`src/rtl/fifo_burst_drain.sv`:
```
// Drains an 8-bit FIFO (1-cycle read latency) into a valid/ready byte stream.
// It sends full BURST_LEN packets, or a short packet after an idle timeout.
module fifo_burst_drain #(
  parameter int DATA_W    = 8,
  parameter int COUNT_W   = 9,
  parameter int BURST_LEN = 16,
  parameter int TIMEOUT   = 255
) (
  input  logic               clk,
  input  logic               srst,
  input  logic [DATA_W-1:0]  fifo_dout,
  input  logic               fifo_empty,
  input  logic [COUNT_W-1:0] fifo_data_count,
  output logic               fifo_rd_en,
  output logic [DATA_W-1:0]  m_tdata,
  output logic               m_tvalid,
  input  logic               m_tready,
  output logic               m_tlast,
  output logic               busy
);
  localparam int TW = (TIMEOUT > 0) ? $clog2(TIMEOUT + 1) : 1;
  localparam logic [COUNT_W-1:0] BLEN = COUNT_W'(BURST_LEN);
  localparam logic [TW-1:0]      TMAX = TW'(TIMEOUT);

  typedef enum logic {IDLE, BURST} state_e;

  state_e             state_q, state_d;
  logic [COUNT_W-1:0] pkt_len_q, pkt_len_d;
  logic [COUNT_W-1:0] issued_q, issued_d;
  logic [COUNT_W-1:0] sent_q, sent_d;
  logic [TW-1:0]      timer_q, timer_d;
  logic               inflight_q;
  logic [DATA_W-1:0]  skid_q [4];
  logic [1:0]         wr_ptr_q, rd_ptr_q;
  logic [2:0]         occ_q;
  logic               push, pop, room;

  assign push     = inflight_q;
  assign m_tvalid = (occ_q != 3'd0);
  assign pop      = m_tvalid & m_tready;
  assign m_tdata  = m_tvalid ? skid_q[rd_ptr_q] : '0;
  assign m_tlast  = m_tvalid & (sent_q == pkt_len_q - COUNT_W'(1));
  assign busy     = (state_q == BURST);
  // A read is only issued if its byte is guaranteed a skid slot on arrival.
  assign room     = (occ_q + {2'b00, inflight_q}) <= 3'd2;

  always_comb begin
    state_d    = state_q;
    pkt_len_d  = pkt_len_q;
    issued_d   = issued_q;
    sent_d     = sent_q;
    timer_d    = timer_q;
    fifo_rd_en = 1'b0;
    case (state_q)
      IDLE: begin
        issued_d = '0;
        sent_d   = '0;
        if (fifo_data_count >= BLEN) begin
          pkt_len_d = BLEN;
          state_d   = BURST;
          timer_d   = '0;
        end else if (TIMEOUT != 0 && timer_q == TMAX && fifo_data_count != '0) begin
          pkt_len_d = fifo_data_count;
          state_d   = BURST;
          timer_d   = '0;
        end else if (fifo_empty) begin
          timer_d = '0;
        end else if (timer_q != TMAX) begin
          timer_d = timer_q + TW'(1);
        end
      end
      BURST: begin
        timer_d    = '0;
        fifo_rd_en = !fifo_empty && (issued_q < pkt_len_q) && room && !srst;
        if (fifo_rd_en) issued_d = issued_q + COUNT_W'(1);
        if (pop)        sent_d   = sent_q + COUNT_W'(1);
        if (pop && m_tlast) state_d = IDLE;
      end
      default: state_d = IDLE;
    endcase
  end

  always_ff @(posedge clk) begin
    if (srst) begin
      state_q    <= IDLE;
      pkt_len_q  <= '0;
      issued_q   <= '0;
      sent_q     <= '0;
      timer_q    <= '0;
      inflight_q <= 1'b0;
      wr_ptr_q   <= '0;
      rd_ptr_q   <= '0;
      occ_q      <= '0;
    end else begin
      state_q    <= state_d;
      pkt_len_q  <= pkt_len_d;
      issued_q   <= issued_d;
      sent_q     <= sent_d;
      timer_q    <= timer_d;
      inflight_q <= fifo_rd_en;
      if (push) wr_ptr_q <= wr_ptr_q + 2'd1;
      if (pop)  rd_ptr_q <= rd_ptr_q + 2'd1;
      case ({push, pop})
        2'b10:   occ_q <= occ_q + 3'd1;
        2'b01:   occ_q <= occ_q - 3'd1;
        default: ;
      endcase
    end
  end

  // Payload storage needs no reset; m_tdata is gated by m_tvalid.
  always_ff @(posedge clk) begin
    if (push) skid_q[wr_ptr_q] <= fifo_dout;
  end
endmodule

```
`config.mk`:
```
export PLATFORM = sky130hd
export DESIGN_NAME = fifo_burst_drain
export DESIGN_NICKNAME = d
export VERILOG_FILES = /design/src/rtl/fifo_burst_drain.sv
export SDC_FILE = /design/constraint.sdc
export NUM_CORES = 1
export LEC_CHECK = 0
export BUFFER_PORTS_ARGS = -buffer_cell sky130_fd_sc_hd__buf_2
export CAP_MARGIN = 20
export CORE_AREA = 2 2 84 86
export DETAILED_ROUTE_END_ITERATION = 12
export DIE_AREA = 0 0 86 88
export HOLD_SLACK_MARGIN = 0.15
export PLACE_DENSITY_LB_ADDON = 0.1
export SLEW_MARGIN = 5
export SYNTH_ARGS = -nofsm -noshare
export SYNTH_HDL_FRONTEND = slang
export SYNTH_SLANG_ARGS = --single-unit
```
`constraint.sdc`:
```
create_clock -name clk -period 2.3 [get_ports clk]
set_input_delay 0.23 -clock clk [delete_from_list [all_inputs] [get_ports clk]]
set_output_delay 0.23 -clock clk [all_outputs]
set_load 0.1 [all_outputs]
```
After elaboration in Yosys (flattened, before gate mapping):

Memories as Yosys holds them, arrays and structs flattened. A register that Yosys moved wholly into a read port is not among the register bits.
Index checks and enable logic that the tools add are counted.

* register bits: 44
* bits in writable memories: 32
* input bits: 21
* output and inout port bits: 12
* memories: 1

* add/sub/neg operators: 9
* $lt $le $gt $ge: 3
* equal/unequal tests: 8
* muxes and demuxes: 22
* bitwise operators: 3
* reductions and logical operators: 12

Memories
* skid_q: depth 4, bits a word 8, read ports 1, clocked after Yosys merged registers in 1, wr ports 1, RTL line 33 `logic [DATA_W-1:0] skid_q [4];`

Operators with widths (count)
* 8-bit two-way mux: 5
* 9-bit two-way mux: 4
* 9-bit one-hot mux with 2 select lines: 2
* 9-bit by 1-bit adder with 9-bit output (second input constant): 2
* 8-bit one-hot mux with 2 select lines: 1
* 9-bit == test: 1
* 9-bit by 5-bit >= comparator with 1-bit output (second input constant): 1
* 9-bit < comparator: 1
* 9-bit nonzero test: 1
* 9-bit by 1-bit subtractor with 9-bit output (second input constant): 1
* 8-bit by 1-bit adder with 8-bit output (second input constant): 1
* 8-bit == test (second input constant): 1
* 8-bit != test (second input constant): 1
* 1-bit two-way mux: 6
* 3-bit one-hot mux with 2 select lines: 1
* 1-bit logical AND: 5
* 5-bit != test (second input constant): 1
* 2-bit by 1-bit adder with 2-bit output (second input constant): 2
* 2-bit two-way mux: 2
* 2-bit by 1-bit != test with 1-bit output (second input constant): 2
* 2-bit nonzero test: 2
* 3-bit by 1-bit adder with 3-bit output: 1
* 3-bit by 1-bit adder with 3-bit output (second input constant): 1
* 3-bit by 2-bit <= comparator with 1-bit output (second input constant): 1
* other kinds (9): 11

Depth between registers and ports, before layout:

Gate-level depths: netlist (run 1).

* depth in word-level cells: 6
* gate-level depth with buffers: 9
* depth with buffers taken out: 8

Worst setup path after synthesis (run 1):

No wires, ideal clock.

* path type: register to output
* start point: register pkt_len_q[0]
* end point: output port m_tlast
* arrival: 2.622 ns
* data required time: 2.070 ns
* setup slack: -0.552 ns
* stages on the path, launching flop included: 9
* path buffers: 0
* cells stage by stage: dfxtp_1 -> inv_1 -> ha_1 -> nor2b_1 -> and3_1 -> mux2i_1 -> mux2i_1 -> o21ai_0 -> nor3b_2

* word-level cells in the longest chain between the ends: 3

RTL lines
* from (decl): RTL line 28 `logic [COUNT_W-1:0] pkt_len_q, pkt_len_d;`
* from (signal assigned): RTL line 96 `pkt_len_q <= pkt_len_d;`
* 9-bit by 1-bit subtractor with 9-bit output: RTL line 42 `assign m_tlast = m_tvalid & (sent_q == pkt_len_q - COUNT_W'(1));`
* 9-bit == test: RTL line 42
* 1-bit bitwise AND: RTL line 42
* to (decl): RTL line 18 `output logic m_tlast,`

No other way between the ends.

Worst setup path in the final report (run 1):

* start point: register pkt_len_q[1]
* end point: output port m_tlast

Same word-level chain as after synthesis.

==> out/qor.yml, run 1 <==
status: "finished, violations left"
violations: "setup timing"
htree_levels: 3
final_area_um2: 4761
grt_usage_pct: 21.14
syn_inst: 344
muxShareOfSynthArea_pct: 7.110
ys_ff_latch: 78
yosys.area.top_type_share_pct: 25.16
p_per_area_nw_per_um2: 655.9
wire_per_inst_um: 14.94
rr_endpoint: "busy"
power_w: 0.003123
final_layout_size_suffix_gt1_share_pct: 30.48
postSynth.asyncResetShare_pct: 0
start_kind: "flip-flop"
min-delay-start: "fifo_data_count[8]"
finalCritPeriodShare_pct: 105.4
tightest_slew_ns: 0.6377
worstReg2RegStart: "pkt_len_q[1]"
cts_root_buffer: "clkbuf_8"
dr.pass1.iters: 4
die_y_um: 88
cts_inserted_buffers: 9
dp.cells: 457
die_area_um2: 7568
fin_tns_setup_ns: -0.1244
port_buffers: 32
synth.area.top_cells: "edfxtp_1 (25%), dfxtp_1 (24%), ha_1 (6.2%), mux4_2 (4.7%), xor2_1 (4.4%)"
fmax_mhz: 412.5
grt_setup_unrepaired: "yes"
crit_required_ns: 2.07
synthMostInstantiatedCell: "dfxtp_1"
placed_cell_area_um2: 4172
ys.flop_type: "dfxtp_1"
syn_avg_cell_area_um2: 11.10
critPathLaunch: "pkt_len_q[1]"
synth_top_family_by_area: "simple AND/OR/NAND/NOR gates"
worstHoldPathCells: 4
diodes: 0
clock_latency_ns: 0.35
dp_hpwl_um: 5094
clockBufferDepth: 2
yosys.area_share.simple_pct: 19.53
finalNonFillerCells: 500
r2r_cells: 15
seq_area_frac_synth_pct: 49.28
cts_sinks: 78
finalHoldViolCount: 0
drtIter0Drc: 99
slew_viol_final: 0
ios: 33
die_w_um: 86
via_count: 2670
gp_congestion: 0.8656
layout.nets: 456
via_per_inst: 5.340
grt_pass1_vias: 2712
pre_cts_slack_ns: 0.06344
setup_viol: 1
period_minus_slack_ns: 2.424
final.setup.worst_slack_ns: -0.1244
antenna_found_initial: 0
synthToLayoutAreaGrowth_pct: 24.67
hold_end: "timer_q[7]"
gr-total-overflow: 0
yosys_warnings: 0
nFillCells: 472
synth_edf_count: 32
leakagePower_nw: 1.812
synth_xor_area_share_pct: 6.881
wirelength_um: 7471
critPathArrivalTime_ns: 2.19
critPathMaxFanout: 3
drtAntennaViolNets: 0
cts.clk_slew.worst_paths_ns: 0.08
timing.critical_path.to_type: "output pin"
synth.top_cells.by_count: "dfxtp_1 (46), nor2_1 (33), edfxtp_1 (32)"
synth-adder-area-share_pct: 6.750
synthDistinctLibCells: 49
critical_path_class: "reg -> out"
reg2reg_slack_ns: 0.12
drc: 0
rows: 30
cts_tree: "done"
yosys.area.top_type: "edfxtp_1"
syn_area_um2: 3819
grt_pass1_wl_um: 12340
core_area_um2: 6644
peakVddDrop_mv: 0.3538
hold_class: "in -> reg"
initial_core_util_pct: 57.48
synth-compound-area-share_pct: 7.995
grt_max_degree: 22
drv_cap: 0
fin_worst_skew_ns: 0.008346
synth_fp_nets: 385
slew_headroom_pct: 57.49
how the worst max path moves through the flow:
stage | endpoint | slack [ns]
global route | m_tlast | -0.18
finish | m_tlast | -0.12
global placement | m_tlast | 0.11
CTS | m_tlast | -0.11
detailed placement | m_tlast | 0.06
floorplan | m_tlast | -0.21
what timing repair did:
item / in CTS / in global routing
pin swaps: 8 / 5
setup buffers: 13 / 2
endpoints found under the setup margin: 2 / 2
hold endpoints to repair: 36 / 0
hold buffers: 12 / 0
gates resized for setup: 25 / 9
cell usage in the layout, fill, tap and decap left out, drive strengths merged, types with 11 or more instances in the layout:
cell type,n
dfxtp,46
buf,55
nor2,34
a21oi,15
edfxtp,32
nor2b,11
nand2,21
xor2,19
inv,18
nand4,14
ha,19
xnor2,11
dlygate4sd3,12
per-stage QoR:
step	utilization (%)	hold slack [ns]
after floorplan	-	0.3289
after global placement	62.79	0.4489
after detailed placement	62.79	0.4545
after CTS	70.57	0.1834
after global routing	71.66	0.2041
final	71.66	0.1977
metal layers:
layer | part of all wire, % | up-vias | routed length, um | GRT usage (%)
met5 | 0 | - | 0 | 0
met4 | 2.0 | 0 | 149 | 10.53
met3 | 3.3 | 11 | 243 | 3.582
met2 | 51 | 49 | 3788 | 38.13
met1 | 44 | 1238 | 3290 | 24.24
li1 | - | 1372 | - | -
where the power goes:
group	internal [W]	switching, W	total (W)	leakage, nW
logic	0.000164	0.000333	0.000497	1.03
registers	0.00145	0.0000191	0.00147	0.664
clock network	0.000648	0.000506	0.00115	0.113
total	0.00226	0.000858	0.00312	1.81
cells by family (layout without fill, tap and decap cells):
group | after synthesis | in the layout
AND/OR/NAND/NOR | 133 | 133
flip-flops | 78 | 78
AO/OA/AOI/OAI | 42 | 42
XOR/XNOR | 30 | 30
buffers and inverters | 24 | 100
adder cells (fa/ha/maj) | 20 | 20
multiplexers | 17 | 17
critical path: stages (launching register included):
cell and delay [ns]:
dfxtp_4 0.39, inv_4 0.04, ha_4 0.26, xor2_1 0.16, nand2_1 0.08, nor4_2 0.17
nand4_1 0.25, nor3b_4 0.30, buf_12 0.20
area by class of cell:
type                            instances  area (um2)  share of cell area (%)
Sequential cell                        78        1898                   39.87
Timing Repair Buffer                   67       483.0                   10.14
Clock inverter                          6       93.84                   1.971
Clock buffer                           10       137.6                   2.891
Tap cell                               80       100.1                   2.102
Multi-Input combinational cell        242        1979                   41.58
Inverter                               17       68.82                   1.445
state kept, by name (all words and copies together), names as in the netlist, named ones only:
signal,count
sent_q,9
timer_q,8
inflight_q,1
busy,1
pkt_len_q,9
issued_q,9
skid_q,32
wr_ptr_q,2
rd_ptr_q,2
occ_q,3
No activity file was read; power rests on OpenSTA's default activity.
==> run 2: changes to the inputs <==
--- a/config.mk
+++ b/config.mk
@@ -12,6 +12,7 @@
 export DIE_AREA = 0 0 86 88
 export HOLD_SLACK_MARGIN = 0.15
 export PLACE_DENSITY_LB_ADDON = 0.1
+export SKIP_LAST_GASP = 1
 export SLEW_MARGIN = 5
 export SYNTH_ARGS = -nofsm -noshare
 export SYNTH_HDL_FRONTEND = slang
==> run 2 against run 1 <==
Compared with the run above: register-to-register slack got worse by 0.03 ns; count of clock-buffer cells in the layout unchanged; via count increased by 0.41%; largest cell class unchanged; total power about the same; the flow still finishes with violations (setup timing); clock power about the same; routed wire length increased by 0.24%; critical endpoint unchanged; highest routed layer unchanged; largest power group unchanged; global-route usage unchanged; clock skew about the same; non-clock buffer count unchanged; sequential cell count unchanged.
==> out/qor.yml, run 2 (synthesis gave the netlist of run 1 again) <==
initial_core_util_pct: 57.48  # unchanged
layout.nets: 456  # unchanged
via_count: 2681  # +0.41%
drtAntennaViolNets: 0  # unchanged
crit_required_ns: 2.07  # about the same
pre_cts_slack_ns: 0.06344  # unchanged
grt_setup_unrepaired: "yes"
p_sw_share_pct: 27.51  # +0.043 points
slew_headroom_pct: 57.41  # -0.076 points
p_clk_share_pct: 37.0  # about the same
via_per_inst: 5.362  # +0.41%
clockBufferDepth: 2  # unchanged
p_int_w: 0.002265  # about the same
wire_per_inst_um: 14.98  # +0.24%
p_comb_share_pct: 15.9  # about the same
critical_path_class: "reg -> out"
port_buffers: 32  # unchanged
p_sw_w: 0.0008594  # +0.21%
tightest_slew_ns: 0.6388  # +0.001139 ns
drv_cap: 0  # unchanged
synthToLayoutAreaGrowth_pct: 24.67  # unchanged
dp.cells: 457  # unchanged
core_area_um2: 6644  # unchanged
wirelength_um: 7489  # +0.24%
ios: 33  # unchanged
fmax_mhz: 412.6  # about the same
hold-worst-slack_ns: 0.1961  # -0.001610 ns
seq_area_um2: 1898  # unchanged
timing.critical_path.to_type: "output pin"
p_seq_share_pct: 47.1  # about the same
leakagePower_nw: 1.812  # unchanged
cts_inserted_buffers: 9  # unchanged
fin_worst_skew_ns: 0.008330  # -0.00001579 ns
cts_sinks: 78  # unchanged
finalNonFillerCells: 500  # unchanged
peakVddDrop_mv: 0.3533  # -0.13%
final_layout_size_suffix_gt1_share_pct: 30.48  # unchanged
regMostFlops: "skid_q"
period_minus_slack_ns: 2.424  # -0.0006500 ns
gp_congestion: 0.8656  # unchanged
critPathMaxFanout: 3  # unchanged
hold_class: "in -> reg"
p_per_area_nw_per_um2: 656.3  # about the same
cts.clk_slew.worst_paths_ns: 0.08  # about the same
finalHoldViolCount: 0  # unchanged
die_w_um: 86  # unchanged
grt_usage_pct: 21.14  # unchanged
drtIter0Drc: 95  # -4.0%
final_cell_mix: "dfxtp_1 (37), nor2_1 (33), edfxtp_1 (32), buf_2 (30), buf_4 (23)"
drc: 0  # unchanged
final.setup.worst_slack_ns: -0.1237  # +0.0006500 ns
final_common_cell: "dfxtp_1"
violations: "setup timing"
cts_tree: "done"
grt_max_degree: 22  # unchanged
clock_latency_ns: 0.35  # about the same
grt_pass1_vias: 2712  # unchanged
htree_levels: 3  # unchanged
slew_viol_final: 0  # unchanged
antenna_found_initial: 0  # unchanged
diodes: 0  # unchanged
largest_reg_flops: 32  # unchanged
gr-total-overflow: 0  # unchanged
nFillCells: 472  # unchanged
setup_viol: 1  # unchanged
finalCritPeriodShare_pct: 105.4  # about the same
critPathArrivalTime_ns: 2.19  # about the same
cts_root_buffer: "clkbuf_8"
multi_input_area_um2: 1979  # unchanged
grt_pass1_wl_um: 12340  # unchanged
dp_hpwl_um: 5094  # unchanged
rows: 30  # unchanged
start_kind: "flip-flop"
dr.pass1.iters: 4  # unchanged
status: "finished, violations left"
fin_tns_setup_ns: -0.1237  # +0.0006500 ns
die_y_um: 88  # unchanged
die_area_um2: 7568  # unchanged
## run 2: cell type report
class,instances,area share [%]
Multi-Input combinational cell,242,41.58
Sequential cell,78,39.87
Timing Repair Buffer,67,10.14
Clock buffer,10,2.891
Tap cell,80,2.102
Clock inverter,6,1.971
Inverter,17,1.445
## run 2: routing by layer
layer / global-route usage, % / routed length, um
met2: 38.13 / 3783
met5: 0 / 0
met1: 24.24 / 3305
met4: 10.53 / 161
met3: 3.582 / 239
## run 2: worst paths after layout
| path | start | endpoint | slack (ns) | depth (start not counted) |
|---|---|---|---|---|
| max | pkt_len_q[1] | m_tlast | -0.12 | 8 |
| min | fifo_data_count[8] | timer_q[7] | 0.20 | 4 |
| max reg2reg | pkt_len_q[1] | busy | 0.09 | 15 |
| min reg2reg | issued_q[6] | issued_q[6] | 0.51 | 2 |
## run 2: critical path: stages, from the launching register on
cell	delay [ns]
dfxtp_4	0.39
inv_4	0.04
ha_4	0.26
xor2_1	0.16
nand2_1	0.08
nor4_2	0.16
nand4_1	0.25
nor3b_4	0.30
buf_12	0.20
## run 2: repair_timing
action                     CTS  global route
gates resized for setup     25             9
buffers inserted            13             2
hold endpoints to repair    36             0
hold buffers                12             0
gates cloned                 0             0
setup endpoints to repair    2             2
pin swaps                    8             4
## run 2: power by group through the flow
stage | registers, W | logic (W) | clock network (W)
2_1_floorplan | 0.00151 | 0.000344 | 0
5_1_grt | 0.00147 | 0.000527 | 0.00123
6_report | 0.00147 | 0.000497 | 0.00116
3_5_place_dp | 0.00151 | 0.000451 | 0
3_3_place_gp | 0.00150 | 0.000443 | 0
4_1_cts | 0.00147 | 0.000493 | 0.00118
## run 2: stage by stage
step                total power (W)  instance area (um2)  util [%]
global placement           0.001948                 4172     62.79
global route               0.003234                 4761     71.66
detailed placement         0.001956                 4172     62.79
CTS                        0.003139                 4688     70.57
floorplan                  0.001851                 3846         -
finish                     0.003124                 4761     71.66
==> run 3: changes to the inputs <==
==> constraint.sdc (replaced) <==
create_clock -name clk -period 2.23 [get_ports clk]
set_input_delay 0.223 -clock clk [delete_from_list [all_inputs] [get_ports clk]]
set_output_delay 0.223 -clock clk [all_outputs]
set_load 0.1 [all_outputs]
==> run 3 against run 2 <==
Compared with the run above: the run still ends with setup timing left; total power decreased by 1.7%; register-to-register slack worse by 0.08 ns; cell count is 0.20% lower; count of clock-buffer cells in the layout shrank 1; utilization decreased by 0.62 points.
==> out/qor.yml, run 3 (synthesis gave the netlist of run 1 again) <==
status: "finished, violations left"
violations: "setup timing"
tightest_slew_ns: 0.6466  # +0.007832 ns
slew_viol_final: 0  # unchanged
dp_hpwl_um: 5231  # +2.7%
reg2reg_slack_ns: 0.01  # -0.08 ns
pre_cts_slack_ns: 0.05270  # -0.01074 ns
power_w: 0.003071  # -1.7%
rows: 30  # unchanged
period_minus_slack_ns: 2.424
wirelength_um: 7604  # +1.5%
critical_path_class: "reg -> out"
synthToLayoutAreaGrowth_pct: 23.59
final.setup.worst_slack_ns: -0.1944  # -0.07072 ns
slew_headroom_pct: 56.83  # -0.58 points
antenna_found_initial: 0  # unchanged
r2r_cells: 10  # -5
wire_per_inst_um: 15.24  # +1.7%
dr.pass1.iters: 4  # unchanged
die_y_um: 88  # unchanged
worstHoldPathCells: 4  # unchanged
p_int_w: 0.002179  # -3.8%
rr_endpoint: "issued_q[3]"
final_layout_size_suffix_gt1_share_pct: 29.59  # -0.88 points
p_comb_share_pct: 16.3  # +0.4 points
path_delay_family: "simple AND/OR/NAND/NOR gates"
gr-total-overflow: 0  # unchanged
hold_end: "timer_q[7]"
via_count: 2750  # +2.6%
p_sw_share_pct: 29.03  # +1.5 points
p_sw_w: 0.0008913  # +3.7%
grt_usage_pct: 21.09  # -0.046 points
dp.cells: 459  # +0.44%
grt_setup_unrepaired: "yes"
drtIter0Drc: 97  # +2.1%
final_common_cell: "dfxtp_1"
clockBufferDepth: 2  # unchanged
port_buffers: 32  # unchanged
regMostFlops: "skid_q"
crit_slowest_cell: "dfxtp_2"
gp_congestion: 0.8636  # -0.23%
min-delay-start: "fifo_data_count[8]"
p_seq_share_pct: 49.5  # +2.4 points
cts.clk_slew.worst_paths_ns: 0.08  # about the same
ios: 33  # unchanged
finalNonFillerCells: 499  # -0.20%
crit_required_ns: 2.01  # -0.06 ns
max_stage_delay_ns: 0.44  # +0.05 ns
layout.nets: 455  # -0.22%
p_per_area_nw_per_um2: 650.6  # -0.86%
initial_core_util_pct: 57.48  # unchanged
setup_viol: 2  # +1
critPathArrivalTime_ns: 2.20  # about the same
drc: 0  # unchanged
start_kind: "flip-flop"
core_area_um2: 6644  # unchanged
grt_pass1_wl_um: 12250  # -0.79%
peakVddDrop_mv: 0.3661  # +3.6%
drv_cap: 0  # unchanged
nFillCells: 474  # +0.42%
timing.critical_path.to_type: "output pin"
cts_inserted_buffers: 9  # unchanged
largest_reg_flops: 32  # unchanged
critPathBufInv: 1  # -1
cts_root_buffer: "clkbuf_8"
diodes: 0  # unchanged
path_cells: "nor3_4, and2_2, o211a_1, a211o_1, and2_0, nor3b_4, buf_12"
grt_pass1_vias: 2626  # -3.2%
hold_class: "in -> reg"
worstReg2RegStart: "pkt_len_q[1]"
leakagePower_nw: 1.787  # -1.4%
critPathMaxFanout: 6  # +3
seq_area_um2: 1896  # -0.13%
multi_input_area_um2: 1983  # +0.19%
via_per_inst: 5.511  # +2.8%
die_area_um2: 7568  # unchanged
clock_latency_ns: 0.35  # about the same
fin_worst_skew_ns: 0.008295  # -0.00003447 ns
htree_levels: 3  # unchanged
grt_max_degree: 21  # -4.5%
drtAntennaViolNets: 0  # unchanged
final_cell_mix: "dfxtp_1 (39), nor2_1 (33), edfxtp_1 (32), buf_2 (30), buf_4 (22)"
finalHoldViolCount: 0  # unchanged
finalCritPeriodShare_pct: 108.7
p_clk_share_pct: 34.2  # -2.8 points
cts_sinks: 78  # unchanged
die_w_um: 86  # unchanged
fmax_mhz: 412.5
cts_tree: "done"
-- run 3: changes by cell type in the layout (fill, tap and decap cells not counted), sizes merged --
| cell | previous run | this run |
|---|---|---|
| inv | 18 | 19 |
| clkinv | 2 | 3 |
| buf | 55 | 54 |
| bufinv | 2 | 1 |
| clkbuf | 10 | 9 |
-- run 3: how the worst max path moves through the flow --
stage	slack, ns	cells after the start	startpoint	end
floorplan	-0.14	8	pkt_len_q[1]	m_tlast
finish	-0.19	7	pkt_len_q[2]	m_tlast
global route	-0.31	9	pkt_len_q[0]	m_tlast
detailed placement	0.05	9	occ_q[0]	issued_q[4]
CTS	-0.22	9	pkt_len_q[1]	m_tlast
global placement	0.05	9	occ_q[0]	issued_q[2]
-- run 3: area by class of cell --
type / count / share of cell area [%]
timing repair buffer: 66 / 10.07
clock buffer: 9 / 2.625
inverter: 17 / 1.458
tap: 80 / 2.121
multi-input combinational: 242 / 42.02
sequential: 78 / 40.16
clock inverter: 7 / 1.538
-- run 3: layer usage --
| layer | vias up | routed length [um] | GRT usage (%) |
|---|---|---|---|
| li1 | 1374 | - | - |
| met1 | 1306 | 3367 | 24.91 |
| met2 | 54 | 3811 | 37.63 |
| met3 | 16 | 278 | 3.770 |
| met4 | 0 | 146 | 9.380 |
| met5 | - | 0 | 0 |
-- run 3: worst reg2reg max path: stages (launching register included) --
cell      delay [ns]
dfxtp_4         0.39
inv_4           0.05
buf_4           0.13
ha_4            0.22
a21o_1          0.19
a211o_4         0.35
buf_4           0.14
buf_4           0.14
a211oi_1        0.28
xnor2_1         0.16
nor2_1          0.05
-- run 3: power by group through the flow --
| stage | Combinational (W) | Sequential (W) | Clock [W] |
|---|---|---|---|
| after floorplan | 0.000357 | 0.00155 | 0 |
| after global placement | 0.000457 | 0.00155 | 0 |
| after detailed placement | 0.000462 | 0.00155 | 0 |
| after CTS | 0.000496 | 0.00152 | 0.00108 |
| after global routing | 0.000530 | 0.00152 | 0.00113 |
| final | 0.000500 | 0.00152 | 0.00105 |
-- run 3: through the flow --
step	area, um2	hold slack [ns]	TNS (ns)	util, %
5_1_grt	4720	0.2338	-0.9852	71.04
3_3_place_gp	4203	0.4407	0	63.26
6_report	4720	0.2078	-0.3530	71.04
2_1_floorplan	3862	0.3219	-0.1403	-
4_1_cts	4667	0.1898	-0.2787	70.24
3_5_place_dp	4203	0.4477	0	63.26
-- run 3: repair_timing --
action | CTS | global route
hold endpoints to repair | 36 | 0
endpoints found under the setup margin | 2 | 2
hold buffers | 12 | 0
setup buffers | 7 | 5
pin swaps | 8 | 6
resized for setup | 22 | 2
